--- config.mk ---
export PLATFORM = sky130hd
export DESIGN_NAME = gtx_align_monitor
export DESIGN_NICKNAME = d
export VERILOG_FILES = /design/src/rtl/gtx_align_pkg.sv /design/src/rtl/gtx_align_lane.sv /design/src/rtl/gtx_align_monitor.sv
export SDC_FILE = /design/constraint.sdc
export NUM_CORES = 1
export LEC_CHECK = 0
export CAP_MARGIN = 0
export CORE_AREA = 2 2 45 47
export CTS_BUF_LIST = sky130_fd_sc_hd__clkbuf_16
export DETAILED_ROUTE_END_ITERATION = 8
export DIE_AREA = 0 0 47 49
export PLACE_DENSITY_LB_ADDON = 0.05
export SLEW_MARGIN = 25
export SYNTH_ARGS = -nofsm -noshare
export SYNTH_HDL_FRONTEND = slang
export SYNTH_HIERARCHICAL = 1
export SYNTH_SLANG_ARGS = --single-unit
--- constraint.sdc ---
create_clock -name ref_clk -period 2.9 [get_ports ref_clk]
set_input_delay 0.725 -clock ref_clk [delete_from_list [all_inputs] [get_ports ref_clk]]
set_output_delay 0.725 -clock ref_clk [all_outputs]
set_load 0.02 [all_outputs]
--- src/rtl/gtx_align_pkg.sv ---
// ---------------------------------------------------------------------------
// gtx_align_pkg
// Shared definitions for the GTX comma-alignment monitor.
//   lane_state_e : per-lane alignment state encoding (UNALIGNED=0, LOCKED=1)
//   STATS_W      : width of the optional per-lane loss-of-lock counter
// ---------------------------------------------------------------------------
package gtx_align_pkg;

  typedef enum logic {
    UNALIGNED = 1'b0,
    LOCKED    = 1'b1
  } lane_state_e;

  localparam int STATS_W = 16;

endpackage

--- src/rtl/gtx_align_lane.sv ---
// ---------------------------------------------------------------------------
// gtx_align_lane
// Single-lane acquire/lock/loss state machine for comma-based byte alignment.
// Optional feature macro: ALIGN_STATS_EN (adds a saturating loss counter).
// Ports:
//   clk_i        : clock, rising edge
//   rst_ni       : asynchronous active-low reset
//   comma_i      : comma strobe for this lane
//   code_err_i   : disparity / not-in-table strobe for this lane
//   aligned_o    : lane is LOCKED
//   realign_o    : one-cycle pulse after each LOCKED -> UNALIGNED transition
//   loss_count_o : saturating loss count (ALIGN_STATS_EN only)
// ---------------------------------------------------------------------------
module gtx_align_lane
  import gtx_align_pkg::*;
#(
  parameter int CNT_W          = 5,
  parameter int ACQ_THRESHOLD  = 20,
  parameter int MISS_THRESHOLD = 20,
  parameter int ERR_THRESHOLD  = 4
) (
  input  logic               clk_i,
  input  logic               rst_ni,
  input  logic               comma_i,
  input  logic               code_err_i,
  output logic               aligned_o,
  output logic               realign_o
`ifdef ALIGN_STATS_EN
  ,
  output logic [STATS_W-1:0] loss_count_o
`endif
);

  localparam logic [CNT_W-1:0] ACQ_LAST  = CNT_W'(ACQ_THRESHOLD - 1);
  localparam logic [CNT_W-1:0] MISS_LAST = CNT_W'(MISS_THRESHOLD - 1);
  localparam logic [CNT_W-1:0] ERR_LAST  = CNT_W'(ERR_THRESHOLD - 1);

  lane_state_e      state_q, state_d;
  logic [CNT_W-1:0] hit_q, hit_d;
  logic [CNT_W-1:0] gap_q, gap_d;
  logic [CNT_W-1:0] err_q, err_d;
  logic             realign_q;
  logic             timeout;
  logic             loss;

  always_ff @(posedge clk_i or negedge rst_ni) begin
    if (!rst_ni) begin
      state_q   <= UNALIGNED;
      hit_q     <= '0;
      gap_q     <= '0;
      err_q     <= '0;
      realign_q <= 1'b0;
    end else begin
      state_q   <= state_d;
      hit_q     <= hit_d;
      gap_q     <= gap_d;
      err_q     <= err_d;
      realign_q <= loss;
    end
  end

  // A timeout also clears gap_cnt so the counter restarts its window
  // instead of running past the threshold and wrapping.
  always_comb begin
    state_d = state_q;
    hit_d   = hit_q;
    err_d   = err_q;
    loss    = 1'b0;
    timeout = !comma_i && (gap_q == MISS_LAST);
    gap_d   = comma_i ? '0 : gap_q + 1'b1;
    case (state_q)
      UNALIGNED: begin
        if (comma_i) begin
          if (hit_q == ACQ_LAST) begin
            state_d = LOCKED;
            hit_d   = '0;
            gap_d   = '0;
            err_d   = '0;
          end else begin
            hit_d = hit_q + 1'b1;
          end
        end else if (timeout) begin
          hit_d = '0;
          gap_d = '0;
        end
      end
      LOCKED: begin
        // A comma takes priority over a simultaneous code error.
        if (comma_i) begin
          err_d = '0;
        end else if (timeout || (code_err_i && (err_q == ERR_LAST))) begin
          state_d = UNALIGNED;
          hit_d   = '0;
          gap_d   = '0;
          err_d   = '0;
          loss    = 1'b1;
        end else if (code_err_i) begin
          err_d = err_q + 1'b1;
        end
      end
      default: state_d = UNALIGNED;
    endcase
  end

  assign aligned_o = (state_q == LOCKED);
  assign realign_o = realign_q;

`ifdef ALIGN_STATS_EN
  logic [STATS_W-1:0] loss_cnt_q;

  always_ff @(posedge clk_i or negedge rst_ni) begin
    if (!rst_ni) begin
      loss_cnt_q <= '0;
    end else if (loss && (loss_cnt_q != '1)) begin
      loss_cnt_q <= loss_cnt_q + 1'b1;
    end
  end

  assign loss_count_o = loss_cnt_q;
`endif

endmodule

--- src/rtl/gtx_align_monitor.sv ---
// ---------------------------------------------------------------------------
// gtx_align_monitor
// Multi-lane comma-based byte-alignment monitor for the EVR GTX receive path.
// Optional feature macro: ALIGN_STATS_EN (exposes loss_count_out).
// Ports:
//   ref_clk           : clock, rising edge
//   rst_n             : asynchronous active-low reset
//   comma_detected    : per-lane comma strobes
//   code_err          : per-lane code-error strobes
//   byteisaligned_out : per-lane lock status
//   all_aligned_out   : registered AND of all lane lock bits
//   realign_out       : per-lane one-cycle loss-of-lock pulse
//   loss_count_out    : per-lane 16-bit loss counts (ALIGN_STATS_EN only)
// ---------------------------------------------------------------------------
module gtx_align_monitor
  import gtx_align_pkg::*;
#(
  parameter int LANES          = 1,
  parameter int CNT_W          = 5,
  parameter int ACQ_THRESHOLD  = 20,
  parameter int MISS_THRESHOLD = 20,
  parameter int ERR_THRESHOLD  = 4
) (
  input  logic                     ref_clk,
  input  logic                     rst_n,
  input  logic [LANES-1:0]         comma_detected,
  input  logic [LANES-1:0]         code_err,
  output logic [LANES-1:0]         byteisaligned_out,
  output logic                     all_aligned_out,
  output logic [LANES-1:0]         realign_out
`ifdef ALIGN_STATS_EN
  ,
  output logic [STATS_W*LANES-1:0] loss_count_out
`endif
);

  logic all_aligned_q;

  for (genvar i = 0; i < LANES; i++) begin : g_lane
    gtx_align_lane #(
      .CNT_W         (CNT_W),
      .ACQ_THRESHOLD (ACQ_THRESHOLD),
      .MISS_THRESHOLD(MISS_THRESHOLD),
      .ERR_THRESHOLD (ERR_THRESHOLD)
    ) u_lane (
      .clk_i       (ref_clk),
      .rst_ni      (rst_n),
      .comma_i     (comma_detected[i]),
      .code_err_i  (code_err[i]),
      .aligned_o   (byteisaligned_out[i]),
      .realign_o   (realign_out[i])
`ifdef ALIGN_STATS_EN
      ,
      .loss_count_o(loss_count_out[STATS_W*i +: STATS_W])
`endif
    );
  end

  always_ff @(posedge ref_clk or negedge rst_n) begin
    if (!rst_n) begin
      all_aligned_q <= 1'b0;
    end else begin
      all_aligned_q <= &byteisaligned_out;
    end
  end

  assign all_aligned_out = all_aligned_q;

endmodule

; ---- Yosys cells after proc, flatten, opt, wreduce, memory -nomap -nowiden
; Cells that the tools add are included.
[totals]
output_inout_bits = 3
elab_cells = 52
in_bits = 4
ff_bits = 18
[classes]
reduce_logical = 6
n_mux = 27
bitwise_logic = 1
eq_ne = 9
n_addsub = 3
[op_table]
columns = operator, n
row1 = $mux W5, 16
row2 = $pmux W5 S2, 3
row3 = $add A5 B1 Y5 const B, 3
row4 = $eq A5 B5 Y1 const B, 2
row5 = $mux W1, 7
row6 = $ne A2 B2 Y1 const B, 3
row7 = $reduce_and A3 Y1, 2
row8 = $eq A5 B2 Y1 const B, 1
row9 = $ne A4 B4 Y1 const B, 1
row10 = $ne A3 B2 Y1 const B, 1
row11 = $logic_and A1 B1 Y1, 2
row12 = $ne A2 B1 Y1 const B, 1
row13 = $pmux W1 S2, 1
row14 = $logic_not A1 Y1, 1
row15 = $logic_or A1 B1 Y1, 1
row16 = $not A1 Y1, 1

; ---- Depth between registers and ports, before layout
[depth]
depth_word = 6
mapped_depth = 5
mapped_depth_nobuf = 5

; ---- Modules after synthesis
; The synthesis kept the hierarchy.
[modules_own_cells]
columns = mod, area_each_um2, seq_area_each_um2, instances, cells_each
row1 = gtx_align_lane, 909.6, 425.4, 1, 91
row2 = gtx_align_monitor, 25.0, 25.0, 1, 1

; ---- Worst setup path after synthesis
; OpenSTA, ideal clock, no wires.
[synth_timing]
path_kind = input port to flip-flop
start = in code_err
end = reg g_lane[0].u_lane.err_q[2]
t_arrival_ns = 1.497
setup_time_ns = 0.124
path_slack_ns = 1.279
cell_stages = 4
required_ns = 2.776
cell_sequence = nor3b_4 > a211oi_4 > and3_1 > a211o_1
[synth_via]
elab_chain_len = 5
elab_cells_between_ends = 7
classes_between = eq/ne (1) / mux (3) / reduce/logical (3)
[synth_lines]
columns = element, line_no
row1 = "start, declared", gtx_align_monitor.sv:27  ; input logic [LANES-1:0] code_err,
row2 = $logic_and A1 B1 Y1, gtx_align_lane.sv:91  ; end else if (timeout || (code_err_i && (err_q == ERR_LAST))) begin
row3 = $logic_or A1 B1 Y1, gtx_align_lane.sv:91
row4 = $mux W5, gtx_align_lane.sv:91
row5 = $mux W5, gtx_align_lane.sv:89  ; if (comma_i) begin
row6 = $pmux W5 S2, gtx_align_lane.sv:71  ; case (state_q)
row7 = "end signal, assigned", gtx_align_lane.sv:57  ; err_q <= err_d;
row8 = "end, declared", gtx_align_lane.sv:41  ; logic [CNT_W-1:0] err_q, err_d;
; Parallel ways exist; a longest one is shown, timed or not.
; A chain may end at the register's enable or synchronous reset.

; ---- Worst setup path in the final report
[layout_timing]
start = reg g_lane[0].u_lane.state_q
end = out byteisaligned_out
[layout_lines]
columns = element, line_no
row1 = "start, declared", gtx_align_lane.sv:38  ; lane_state_e state_q, state_d;
row2 = "start signal, assigned", gtx_align_lane.sv:54  ; state_q <= state_d;
row3 = "end, declared", gtx_align_monitor.sv:28  ; output logic [LANES-1:0] byteisaligned_out,
; No word-level cell between the ends.

==> out/qor.yml <==
route:
  routed_wl_um: 1720
  drtIter0Drc: 18
  ant_nets: 0
  wl_per_cell_um: 13.4
  viasPerCell: 5.29
  first_pass_iters: 4
  drcViolationCount: 0
  vias: 683
synthesis:
  netlist_area_sq_um: 935
  synth_top_area_share_pct: 48.2
  muxShareOfSynthArea_pct: 0
  synth_top_family_by_area: "simple AND/OR/NAND/NOR gates"
  ys_types: 30
  syn_inst: 92
  synth_nets: 99
  synth-compound-area-share_pct: 15.0
  syn_avg_cell_area_sq_um: 10.2
  synth-xor-area-share_pct: 3.75
  yosys-top-cells-area: "dfrtp_1 (48%), nand3_1 (5.9%), nand2_1 (4.8%), ha_1 (4.0%), nand2b_1 (3.3%)"
  yosysSeqAreaShare_pct: 48.2
  yosysWarnings: 6
  synth_simple_gate_area_share_pct: 27.8
  yosys.area.top_type: "dfrtp_1"
  ys_ff_latch: 18
  synthAdderAreaFrac_pct: 4.02
global_routing:
  gr-total-overflow: 0
  grt_util_all_layers_pct: 17.7
  grt_pass1_wl_um: 2980
  grt_max_degree: 19
  antenna_found_initial: 0
  grt_pass1_vias: 667
worst_setup_path:
  critPathCaptureType: "output pin"
  slowest_delay_ps: 670
  cp_cell_sequence: "clkdlybuf4s50_1"
  crit_type: "flop to output pin"
  path_buf_inv: 1
  cp_max_fo: 9
  worstPathRequired_ps: 2170
  cp.depth: 1
  cp.arrival_ps: 1440
  crit_family: "buffers and inverters"
  start_kind: "flop"
  cp_slowest_cell: "clkdlybuf4s50_1"
  ff2ff_path_depth: 5
sta:
  period_share_pct: 74.5
  relSlewSlack_pct: 47.7
  max_freq_ghz: 0.463
  period_minus_slack_ps: 2160
  tightest_slew_ps: 781
  rsz0062_at_grt: "false"
  tns_ps: 0
  setup_viol: 0
  hold_violations: 0
  drv_slew: 0
  finClkSkew_ps: 1.63
clock_network:
  clkTransAtPathRegs_ps: 50
  post-cts-setup-buffers: 0
  cts_sinks: 18
  ctsLongestPathBuffers: 2
  cts_root_buf: "clkbuf_16"
  cts_buffers: 3
  cts.htree.levels: 1
  cts_tree: "built"
  cts_resized: 0
  cts_hold_buf: 0
  clk_latency_ps: 240
pwr:
  power_density_mw_per_mm2: 686
  ir_worst_vdd_mv: 0.337
  seq_power_share_pct: 45.2
  p_switching_mw: 0.205
  cellLeakagePower_nw: 0.486
  clkPwrFrac_pct: 35.0
  pwr-share-comb_pct: 19.8
  sw_frac_of_total_pct: 27.0
  p_int_mw: 0.555
min_path:
  whs_path_depth: 1
  hold_path_class: "flop to flop"
place:
  postPlaceCellArea_sq_mm: 0.00103
  gp_congestion: 0.753
  hpwlAfterDp_um: 1260
  placedCellCount: 125
  portBuffers: 6
floorplan:
  num_rows: 16
  start_util_pct: 50.7
  core_sq_mm: 0.00184
  boundaryPins: 7
  die_h_um: 49
  fp.dieW_um: 47
  die-area_sq_mm: 0.00230
cells_and_area:
  layout_commonest_cell: "dfrtp_1"
  final_area_sq_mm: 0.00111
  nets: 110
  layout_common_cells: "dfrtp_1 (18), nand2_1 (12), nand3_1 (11), nor2_1 (8), clkdlybuf4s50_1 (6)"
  antenna_cells: 0
  drive_gt1_share_pct: 10.8
  stdcell_count: 129
  syn_to_final_growth_pct: 18.5
run:
  maxCapViolCount: 0
outcome:
  status: "finished clean"
==> cell families after synthesis <==
family | after synthesis
AND/OR/NAND/NOR | 46
AO/OA/AOI/OAI | 18
flip-flops | 18
XOR/XNOR | 4
buffers and inverters | 3
adder cells (fa/ha/maj) | 3
==> power groups by stage <==
stage / combinational, mW / clock [mW] / sequential, mW
2_1_floorplan: 0.118 / 0 / 0.336
3_3_place_gp: 0.148 / 0 / 0.343
3_5_place_dp: 0.151 / 0 / 0.345
4_1_cts: 0.152 / 0.272 / 0.342
5_1_grt: 0.172 / 0.286 / 0.350
6_report: 0.150 / 0.266 / 0.344
==> layout make-up <==
type	instances	area [sq um]
Fill cell	166	734
Multi-Input combinational cell	71	473
Sequential cell	18	450
Clock buffer	3	75.1
Timing Repair Buffer	6	60.1
Tap cell	27	33.8
Inverter	3	11.3
Clock inverter	1	3.75
==> state kept, by name (all words and copies together), names as in the netlist <==
register,cells
g_lane.u_lane/gap_q,5
g_lane.u_lane/hit_q,5
g_lane.u_lane/err_q,5
all_aligned_out,1
g_lane.u_lane/aligned_o,1
g_lane.u_lane/realign_o,1
==> final timing paths <==
| kind | from | endpoint | slack (ps) |
|---|---|---|---|
| setup / recovery | g_lane[0].u_lane/aligned_o | byteisaligned_out | 740 |
| hold / removal | g_lane[0].u_lane/gap_q[0] | g_lane[0].u_lane/gap_q[0] | 480 |
| setup reg to reg | g_lane[0].u_lane/hit_q[0] | g_lane[0].u_lane/err_q[1] | 1290 |
| hold reg to reg | g_lane[0].u_lane/gap_q[0] | g_lane[0].u_lane/gap_q[0] | 480 |
| max in group asynchronous | rst_n | g_lane[0].u_lane/gap_q[3] | 1470 |
| min in group asynchronous | rst_n | g_lane[0].u_lane/realign_o | 940 |
==> stage by stage <==
step	setup slack, ps	power (mW)	hold WS, ps	util (%)
floorplan	1280	0.454	429	-
global placement	647	0.491	450	55.8
detailed placement	599	0.496	458	55.8
CTS	736	0.766	492	60.1
global route	692	0.809	505	60.1
finish	739	0.760	481	60.1
==> synthesized netlist by cell type <==
cell type and number:
nand2_1 12, inv_1 3, o21ai_2 2, o21ai_0 4
nand2b_1 5, a21oi_1 1, o32ai_2 1, and4bb_1 1
o211ai_1 1, and4bb_4 1, nor3b_4 1, ha_1 3
a211o_1 1, nand3_1 11, nor2_1 8, xnor2_1 2
a31oi_1 1, nor4b_1 1, nand3b_1 1, and2b_1 1
o22ai_1 3, nor2_2 1, nor2b_1 1, dfrtp_1 18
a211oi_4 1, xor2_1 2, a22oi_1 2, and3_1 1
and2_4 1, o21ai_1 1
==> routing by layer <==
metal	GRT usage, %	vias up	share of wire (%)
li1	-	347	-
met1	25.9	326	50
met2	26.7	8	47
met3	3.33	2	3.0
met4	4.63	0	0.46
met5	0	-	0
No activity file was read; power rests on OpenSTA's default activity.
